File: config.mk
export PLATFORM = sky130hd
export DESIGN_NAME = ac_4444_seq_ctrl_flat
export DESIGN_NICKNAME = d
export VERILOG_FILES = /design/src/rtl/ac_4444_seq_ctrl_if.sv /design/src/rtl/ac_4444_seq_ctrl.sv /design/src/flat_wrapper.sv
export SDC_FILE = /design/constraint.sdc
export NUM_CORES = 1
export LEC_CHECK = 0
export ABC_AREA = 1
export BUFFER_PORTS_ARGS = -buffer_cell sky130_fd_sc_hd__buf_2
export CAP_MARGIN = 10
export CORE_MARGIN = 5
export CORE_UTILIZATION = 56
export CTS_BUF_LIST = sky130_fd_sc_hd__clkbuf_8
export DETAILED_ROUTE_END_ITERATION = 16
export HOLD_SLACK_MARGIN = 0.03
export PLACE_DENSITY_LB_ADDON = 0.3
export SLEW_MARGIN = 20
export SYNTH_ARGS = -nofsm -noshare
export SYNTH_HDL_FRONTEND = slang
export SYNTH_SLANG_ARGS = --single-unit
File: constraint.sdc
create_clock -name clk_i -period 2.4 [get_ports clk_i]
set_input_delay 0.12 -clock clk_i [delete_from_list [all_inputs] [get_ports clk_i]]
set_output_delay 0.12 -clock clk_i [all_outputs]
set_load 0.02 [all_outputs]
File: src/rtl/ac_4444_seq_ctrl_if.sv
// rtl/ac_4444_seq_ctrl_if.sv - operand/result handshake bundle for ac_4444_seq_ctrl
//
// Purpose: groups the producer-side (in_*, a, b) and consumer-side (out_*, prod)
// valid/ready signals of the sequencing controller.
// Signals:
//   in_valid  producer -> ctrl   operand pair valid
//   in_ready  ctrl -> producer   controller idle and accepting
//   a, b      producer -> ctrl   operands, 2*HALF_W bits each
//   out_valid ctrl -> consumer   prod valid, held until out_ready
//   out_ready consumer -> ctrl   consumer accepts prod
//   prod      ctrl -> consumer   product, 4*HALF_W bits
// Modports: master = producer/consumer side, slave = controller side.

interface ac_4444_seq_ctrl_if #(
    parameter int HALF_W = 4
);
    logic                in_valid;
    logic                in_ready;
    logic [2*HALF_W-1:0] a;
    logic [2*HALF_W-1:0] b;
    logic                out_valid;
    logic                out_ready;
    logic [4*HALF_W-1:0] prod;

    modport master (
        output in_valid, a, b, out_ready,
        input  in_ready, out_valid, prod
    );

    modport slave (
        input  in_valid, a, b, out_ready,
        output in_ready, out_valid, prod
    );
endinterface

File: src/rtl/ac_4444_seq_ctrl.sv
// rtl/ac_4444_seq_ctrl.sv - nibble-product sequencer for the 8x8 approximate multiplier
//
// Purpose: time-multiplexes one external ap4 (4x4 multiplier) over the partial
// products LL, LH, HL, HH, holds them in registers for an external add_acc, and
// returns the add_acc sum with valid/ready handshakes on both sides.
// FSM: IDLE -> CALC (one cycle per partial product) -> ACC -> OUT -> IDLE.
// Ports:
//   clk_i, rst_i          clock, synchronous active-high reset
//   bus (slave)           in_valid/in_ready/a/b and out_valid/out_ready/prod
//   pp_req_o              ap4 is being driven this cycle
//   pp_a_o, pp_b_o        ap4 operand nibbles, 0 when pp_req_o=0
//   pp_prod_i             ap4 product (combinational)
//   acc_ll_o..acc_hh_o    registered partial products to add_acc
//   acc_result_i          add_acc sum (combinational)
//   op_cnt_o              count of output handshakes, wraps
// Parameters: HALF_W (only 4 is meaningful, ap4 is fixed), CNT_W.
// Optional feature: SEQ_MUL_SKIP_ZERO_EN - partial products with a zero nibble
// operand are skipped (no cycle, no pp_req, register stays 0).

module ac_4444_seq_ctrl #(
    parameter int HALF_W = 4,
    parameter int CNT_W  = 16
) (
    input  logic                  clk_i,
    input  logic                  rst_i,
    ac_4444_seq_ctrl_if.slave     bus,
    output logic                  pp_req_o,
    output logic [HALF_W-1:0]     pp_a_o,
    output logic [HALF_W-1:0]     pp_b_o,
    input  logic [2*HALF_W-1:0]   pp_prod_i,
    output logic [2*HALF_W-1:0]   acc_ll_o,
    output logic [2*HALF_W-1:0]   acc_lh_o,
    output logic [2*HALF_W-1:0]   acc_hl_o,
    output logic [2*HALF_W-1:0]   acc_hh_o,
    input  logic [4*HALF_W-1:0]   acc_result_i,
    output logic [CNT_W-1:0]      op_cnt_o
);
    localparam int W = 2 * HALF_W;
    localparam int P = 4 * HALF_W;

    typedef enum logic [1:0] {
        S_IDLE,
        S_CALC,
        S_ACC,
        S_OUT
    } state_e;

    state_e             state_q, state_d;
    logic [1:0]         step_q, step_d;
    logic [3:0]         mask_q, mask_d;
    logic [W-1:0]       a_q, a_d;
    logic [W-1:0]       b_q, b_d;
    logic [3:0][W-1:0]  acc_q, acc_d;
    logic [P-1:0]       prod_q, prod_d;
    logic               out_valid_q, out_valid_d;
    logic [CNT_W-1:0]   cnt_q, cnt_d;
    logic [3:0]         accept_mask;
    logic [2:0]         nxt;
    logic               pp_req;
    logic [HALF_W-1:0]  pp_a, pp_b;

    // Returns {found, step} for the first step >= from whose mask bit is clear.
    // Scanning downward lets the lowest qualifying step win.
    function automatic logic [2:0] next_unmasked(input logic [3:0] mask, input logic [2:0] from);
        logic [2:0] r;
        r = 3'b000;
        for (int s = 3; s >= 0; s--) begin
            if (s >= int'(from) && !mask[s]) begin
                r = {1'b1, 2'(s)};
            end
        end
        return r;
    endfunction

`ifdef SEQ_MUL_SKIP_ZERO_EN
    // Step s uses a-nibble s[1] and b-nibble s[0]; a zero nibble makes the product zero.
    function automatic logic [3:0] zero_mask(input logic [W-1:0] x, input logic [W-1:0] y);
        logic [3:0] m;
        for (int s = 0; s < 4; s++) begin
            m[s] = ((((s & 2) != 0) ? x[W-1:HALF_W] : x[HALF_W-1:0]) == '0) ||
                   ((((s & 1) != 0) ? y[W-1:HALF_W] : y[HALF_W-1:0]) == '0);
        end
        return m;
    endfunction

    assign accept_mask = zero_mask(bus.a, bus.b);
`else
    assign accept_mask = 4'b0000;
`endif

    always_comb begin
        state_d     = state_q;
        step_d      = step_q;
        mask_d      = mask_q;
        a_d         = a_q;
        b_d         = b_q;
        acc_d       = acc_q;
        prod_d      = prod_q;
        out_valid_d = out_valid_q;
        cnt_d       = cnt_q;
        nxt         = 3'b000;
        pp_req      = 1'b0;
        pp_a        = '0;
        pp_b        = '0;

        case (state_q)
            S_IDLE: begin
                if (bus.in_valid) begin
                    a_d    = bus.a;
                    b_d    = bus.b;
                    acc_d  = '0;
                    mask_d = accept_mask;
                    nxt    = next_unmasked(accept_mask, 3'd0);
                    step_d = nxt[1:0];
                    // With every step masked the product is zero and CALC is bypassed.
                    state_d = nxt[2] ? S_CALC : S_ACC;
                end
            end
            S_CALC: begin
                pp_req        = 1'b1;
                pp_a          = step_q[1] ? a_q[W-1:HALF_W] : a_q[HALF_W-1:0];
                pp_b          = step_q[0] ? b_q[W-1:HALF_W] : b_q[HALF_W-1:0];
                acc_d[step_q] = pp_prod_i;
                nxt           = next_unmasked(mask_q, {1'b0, step_q} + 3'd1);
                if (nxt[2]) begin
                    step_d = nxt[1:0];
                end else begin
                    step_d  = 2'd0;
                    state_d = S_ACC;
                end
            end
            S_ACC: begin
                prod_d      = acc_result_i;
                out_valid_d = 1'b1;
                state_d     = S_OUT;
            end
            S_OUT: begin
                if (bus.out_ready) begin
                    out_valid_d = 1'b0;
                    cnt_d       = cnt_q + CNT_W'(1);
                    state_d     = S_IDLE;
                end
            end
            default: state_d = S_IDLE;
        endcase
    end

    always_ff @(posedge clk_i) begin
        if (rst_i) begin
            state_q     <= S_IDLE;
            step_q      <= 2'd0;
            mask_q      <= 4'b0000;
            a_q         <= '0;
            b_q         <= '0;
            acc_q       <= '0;
            prod_q      <= '0;
            out_valid_q <= 1'b0;
            cnt_q       <= '0;
        end else begin
            state_q     <= state_d;
            step_q      <= step_d;
            mask_q      <= mask_d;
            a_q         <= a_d;
            b_q         <= b_d;
            acc_q       <= acc_d;
            prod_q      <= prod_d;
            out_valid_q <= out_valid_d;
            cnt_q       <= cnt_d;
        end
    end

    assign bus.in_ready  = (state_q == S_IDLE);
    assign bus.out_valid = out_valid_q;
    assign bus.prod      = prod_q;
    assign pp_req_o      = pp_req;
    assign pp_a_o        = pp_a;
    assign pp_b_o        = pp_b;
    assign acc_ll_o      = acc_q[0];
    assign acc_lh_o      = acc_q[1];
    assign acc_hl_o      = acc_q[2];
    assign acc_hh_o      = acc_q[3];
    assign op_cnt_o      = cnt_q;
endmodule

File: src/flat_wrapper.sv
// flat-port wrapper written by rule: the top's interface ports become plain ports
module ac_4444_seq_ctrl_flat 
#(
    parameter int HALF_W = 4,
    parameter int CNT_W  = 16
)
  (clk_i, rst_i, pp_req_o, pp_a_o, pp_b_o, pp_prod_i, acc_ll_o, acc_lh_o, acc_hl_o, acc_hh_o, acc_result_i, op_cnt_o, bus_in_valid, bus_a, bus_b, bus_out_ready, bus_in_ready, bus_out_valid, bus_prod);
  ac_4444_seq_ctrl_if #(.HALF_W(HALF_W)) bus_i ();
  input  logic clk_i;
  input  logic rst_i;
  output logic pp_req_o;
  output logic [HALF_W-1:0] pp_a_o;
  output logic [HALF_W-1:0] pp_b_o;
  input  logic [2*HALF_W-1:0] pp_prod_i;
  output logic [2*HALF_W-1:0] acc_ll_o;
  output logic [2*HALF_W-1:0] acc_lh_o;
  output logic [2*HALF_W-1:0] acc_hl_o;
  output logic [2*HALF_W-1:0] acc_hh_o;
  input  logic [4*HALF_W-1:0] acc_result_i;
  output logic [CNT_W-1:0] op_cnt_o;
  input wire logic [$bits(bus_i.in_valid)-1:0] bus_in_valid;
  input wire logic [$bits(bus_i.a)-1:0] bus_a;
  input wire logic [$bits(bus_i.b)-1:0] bus_b;
  input wire logic [$bits(bus_i.out_ready)-1:0] bus_out_ready;
  output wire logic [$bits(bus_i.in_ready)-1:0] bus_in_ready;
  output wire logic [$bits(bus_i.out_valid)-1:0] bus_out_valid;
  output wire logic [$bits(bus_i.prod)-1:0] bus_prod;
  assign bus_i.in_valid = bus_in_valid;
  assign bus_i.a = bus_a;
  assign bus_i.b = bus_b;
  assign bus_i.out_ready = bus_out_ready;
  assign bus_in_ready = bus_i.in_ready;
  assign bus_out_valid = bus_i.out_valid;
  assign bus_prod = bus_i.prod;
  ac_4444_seq_ctrl #(.HALF_W(HALF_W), .CNT_W(CNT_W)) u_core (.clk_i(clk_i), .rst_i(rst_i), .bus(bus_i), .pp_req_o(pp_req_o), .pp_a_o(pp_a_o), .pp_b_o(pp_b_o), .pp_prod_i(pp_prod_i), .acc_ll_o(acc_ll_o), .acc_lh_o(acc_lh_o), .acc_hl_o(acc_hl_o), .acc_hh_o(acc_hh_o), .acc_result_i(acc_result_i), .op_cnt_o(op_cnt_o));
endmodule
==> run_results.csv <==
group,metric,value,unit
grt,grt_first_pass_wirelength,14950,um
grt,grt.total_usage,0.2170,
run,maxCapViolations,0,
sta,timing.final.crit_share,0.7671,
worst_hold_path,hold-path-cell-count,3,
worst_setup_path,cp_cell_sequence,"inv_1 > ha_1 > o21ai_0 > nor2_1 > buf_2",
run_status,status,"completed",
layout,drive_gt1_frac,0.2735,
worst_setup_path,r2r_end,"u_core.bus.prod[11]",
yosys,synth.top_cell.area_share,0.4784,
pwr,p_total,4.394,mW
detailed_routing,routedWlPerCell,13.45,um
yosys,syn_nets,509,
worst_setup_path,cp-start-kind,"flip-flop",
yosys,syn_area,0.003557,mm2
sta,max_freq,543.2,MHz
pwr,irDropWorstVdd,0.0005937,V
sta,post-route-min-period,1841,ps
sta,fin_ws,559.0,ps
worst_setup_path,endpoint_kind,"primary output",
worst_setup_path,required,2280,ps
yosys,netlist_instances,456,
cts,cts_buffers,9,
sta,slew_viol_final,0,
floorplanning,die_w,89.70,um
worst_setup_path,reg2reg_from,"u_core.state_q[0]",
worst_setup_path,rrSetupSlack,620,ps
pwr,p_per_area,957.2,mW/mm2
floorplanning,initial_utilization,0.5667,
detailed_routing,vias_per_cell,5.129,
grt,grt_max_degree,62,
layout,syn_to_final_growth,29.05,%
sta,fin_tns_setup,0,ps
floorplanning,rows,29,
yosys,ys_seq_area_frac,0.4784,
yosys,ys_ff_latch,85,
grt,grt_overflow,0,
floorplanning,num_io_pins,119,
yosys,ys.warnings.count,0,
cts,clkSlewWorstSetupHoldPaths,80,ps
floorplanning,core,0.006277,mm2
worst_hold_path,holdCritPathClass,"in -> reg",
sta,rsz0062_at_grt,"no",
cts,cts_tree,"yes",
detailed_routing,first_pass_iters,5,
detailed_routing,finalWirelength,9052,um
yosys,synth_area_leaders,"dfxtp_1 (48%), nor2_1 (11%), nand2_1 (7.2%)",
cts,root_buffer,"clkbuf_8",
sta,setup_viol,0,
pwr,p_leak,2.203,nW
yosys,synth_area_leader_cell,"dfxtp_1",
detailed_routing,routed-via-count,3452,
placement,port_buffers,118,
floorplanning,dieArea,0.008046,mm2
detailed_routing,ant_nets,0,
cts,clk_path_buf_depth,2,
yosys,synth_cell_types,32,
worst_setup_path,path_class,"reg -> out",
placement,place_ws,660.7,ps
layout,nets,644,
placement,gp_congestion,0.8590,
detailed_routing,drt_iter0_drc,193,
sta,finClkSkew,8.153,ps
worst_hold_path,whs_endpoint,"u_core.b_q[3]",
floorplanning,die_y,89.70,um
grt,grt_pass1_vias,3201,
cts,clock_sinks,85,
worst_setup_path,critPathMaxFanout,11,
worst_setup_path,critPathSlowestCell,"ha_1",
cts,clk_latency,340,ps
yosys,avgSynthCellArea,7.801,um2
layout,final_util,0.7313,
placement,dp_hpwl,6476,um
cts,htreeDepth,3,
sta,slew_headroom,0.5995,
worst_setup_path,cp.arrival,1720,ps
worst_hold_path,min_from,"bus_b[3]",
cts,postCtsSetupBuffers,0,
worst_setup_path,reg2reg_depth,5,
sta,worstMarginPinSlew,600.7,ps
layout,antenna_cells,0,
sta,hold_viol,0,
detailed_routing,drcViolationCount,0,
grt,antenna_found_initial,0,
worst_setup_path,critPathMaxStageDelay,450,ps
[flip-flops by register name, summed over array words and instances (netlist names)]
register and flops:
u_core.b_q 8, u_core.state_q 2, u_core.step_q 2, u_core.acc_hl_o 8, u_core.acc_ll_o 8, u_core.bus.prod 16
u_core.bus.out_valid 1, u_core.acc_hh_o 8, u_core.acc_lh_o 8, u_core.op_cnt_o 16, u_core.a_q 8
[metal layers]
layer  wire length (um)  GRT usage  up-vias
li1                   -          -     1743
met1               3936     0.2781     1566
met2               4307     0.3628      132
met3                707    0.05259       11
met4                102    0.06045        0
met5                  0          0        -
[cells in the mapped netlist]
cell type  number
inv_6           1
clkbuf_1        4
a211oi_1        1
nand2_1        68
or2_1           1
and3_1          1
and2_1          1
nand2_4         2
inv_1          26
nor2_2          5
a21oi_1        34
dfxtp_1        85
nand2_2         1
o21ai_1        14
nand4_1         4
buf_2           7
inv_2           6
nor2_4          2
o21a_1          2
nor3_1          3
nand3_1        15
o211a_1         1
or2_2           1
nor2_1        102
nor2_8          4
buf_6           1
o21ai_4         4
inv_8           1
nand3_2         1
buf_4           3
o21ai_0        46
ha_1            9
[timing repair]
item / in CTS / in global routing
endpoints found under the hold margin: 19 / 0
hold buffers: 19 / 0
resized for setup: 0 / 0
[where the power goes]
part	internal (mW)	switching (mW)
clock network	0.636	0.472
logic	0.469	1.06
registers	1.63	0.131
[critical path, delay by kind of cell (launching register included)]
kind	cells	cell delay (ps)
AND/OR/NAND/NOR	1	150
flip-flops	1	330
AO/OA/AOI/OAI	1	190
buffers and inverters	2	270
adder cells (fa/ha/maj)	1	450
[per-stage QoR]
stage	hold WS [ps]	area, um2	std cells
finish	36.24	4591	673
global route	31.44	4591	673
CTS	31.52	4591	673
detailed placement	349.5	4175	638
global placement	342.8	4175	638
floorplan	254.9	3557	456
[cell families (layout without fill, tap and decap cells)]
| kind of cell | count (synthesis) | count (layout) | synth area share |
|---|---|---|---|
| adders and majority gates | 9 | 9 | 0.03166 |
| buffers and inverters | 49 | 189 | 0.06296 |
| and+or+nand+nor | 211 | 211 | 0.2673 |
| AOI/OAI and AO/OA | 102 | 102 | 0.1597 |
| DFF | 85 | 85 | 0.4784 |
[area by class of cell]
cell class                 count  area, um2
timing repair buffer         139      795.8
inverter                      34      140.1
clock buffer                  11      151.4
multi-input combinational    322       1632
fill                         491       1687
tap                           77      96.34
clock inverter                 5      73.82
sequential                    85       1702
[cell usage in the layout, fill, tap and decap left out, drive strengths merged]
| master | Yosys | routed |
|---|---|---|
| o211a | 1 | 1 |
| nand2 | 71 | 71 |
| a211oi | 1 | 1 |
| dfxtp | 85 | 85 |
| bufinv | 0 | 2 |
| inv | 34 | 35 |
| dlygate4sd3 | 0 | 19 |
| nand3 | 16 | 16 |
| and3 | 1 | 1 |
| nand4 | 4 | 4 |
| o21ai | 64 | 64 |
| o21a | 2 | 2 |
| nor3 | 3 | 3 |
| buf | 11 | 120 |
| clkinv | 0 | 2 |
| and2 | 1 | 1 |
| or2 | 2 | 2 |
| nor2 | 113 | 113 |
| clkbuf | 4 | 11 |
| ha | 9 | 9 |
| a21oi | 34 | 34 |
[how the worst max path moves through the flow]
stage | slack (ps) | cells after the start | end | start
3_3_place_gp | 730 | 7 | u_core.acc_hl_o[5] | u_core.state_q[1]
2_1_floorplan | 830 | 8 | u_core.acc_hl_o[0] | u_core.state_q[1]
6_report | 560 | 5 | pp_b_o[3] | u_core.state_q[1]
3_5_place_dp | 660 | 8 | u_core.state_q[1] | u_core.state_q[1]
5_1_grt | 350 | 5 | pp_b_o[3] | u_core.state_q[1]
4_1_cts | 540 | 5 | pp_b_o[3] | u_core.state_q[1]
Note: power is estimated with default switching activity, not from simulation.
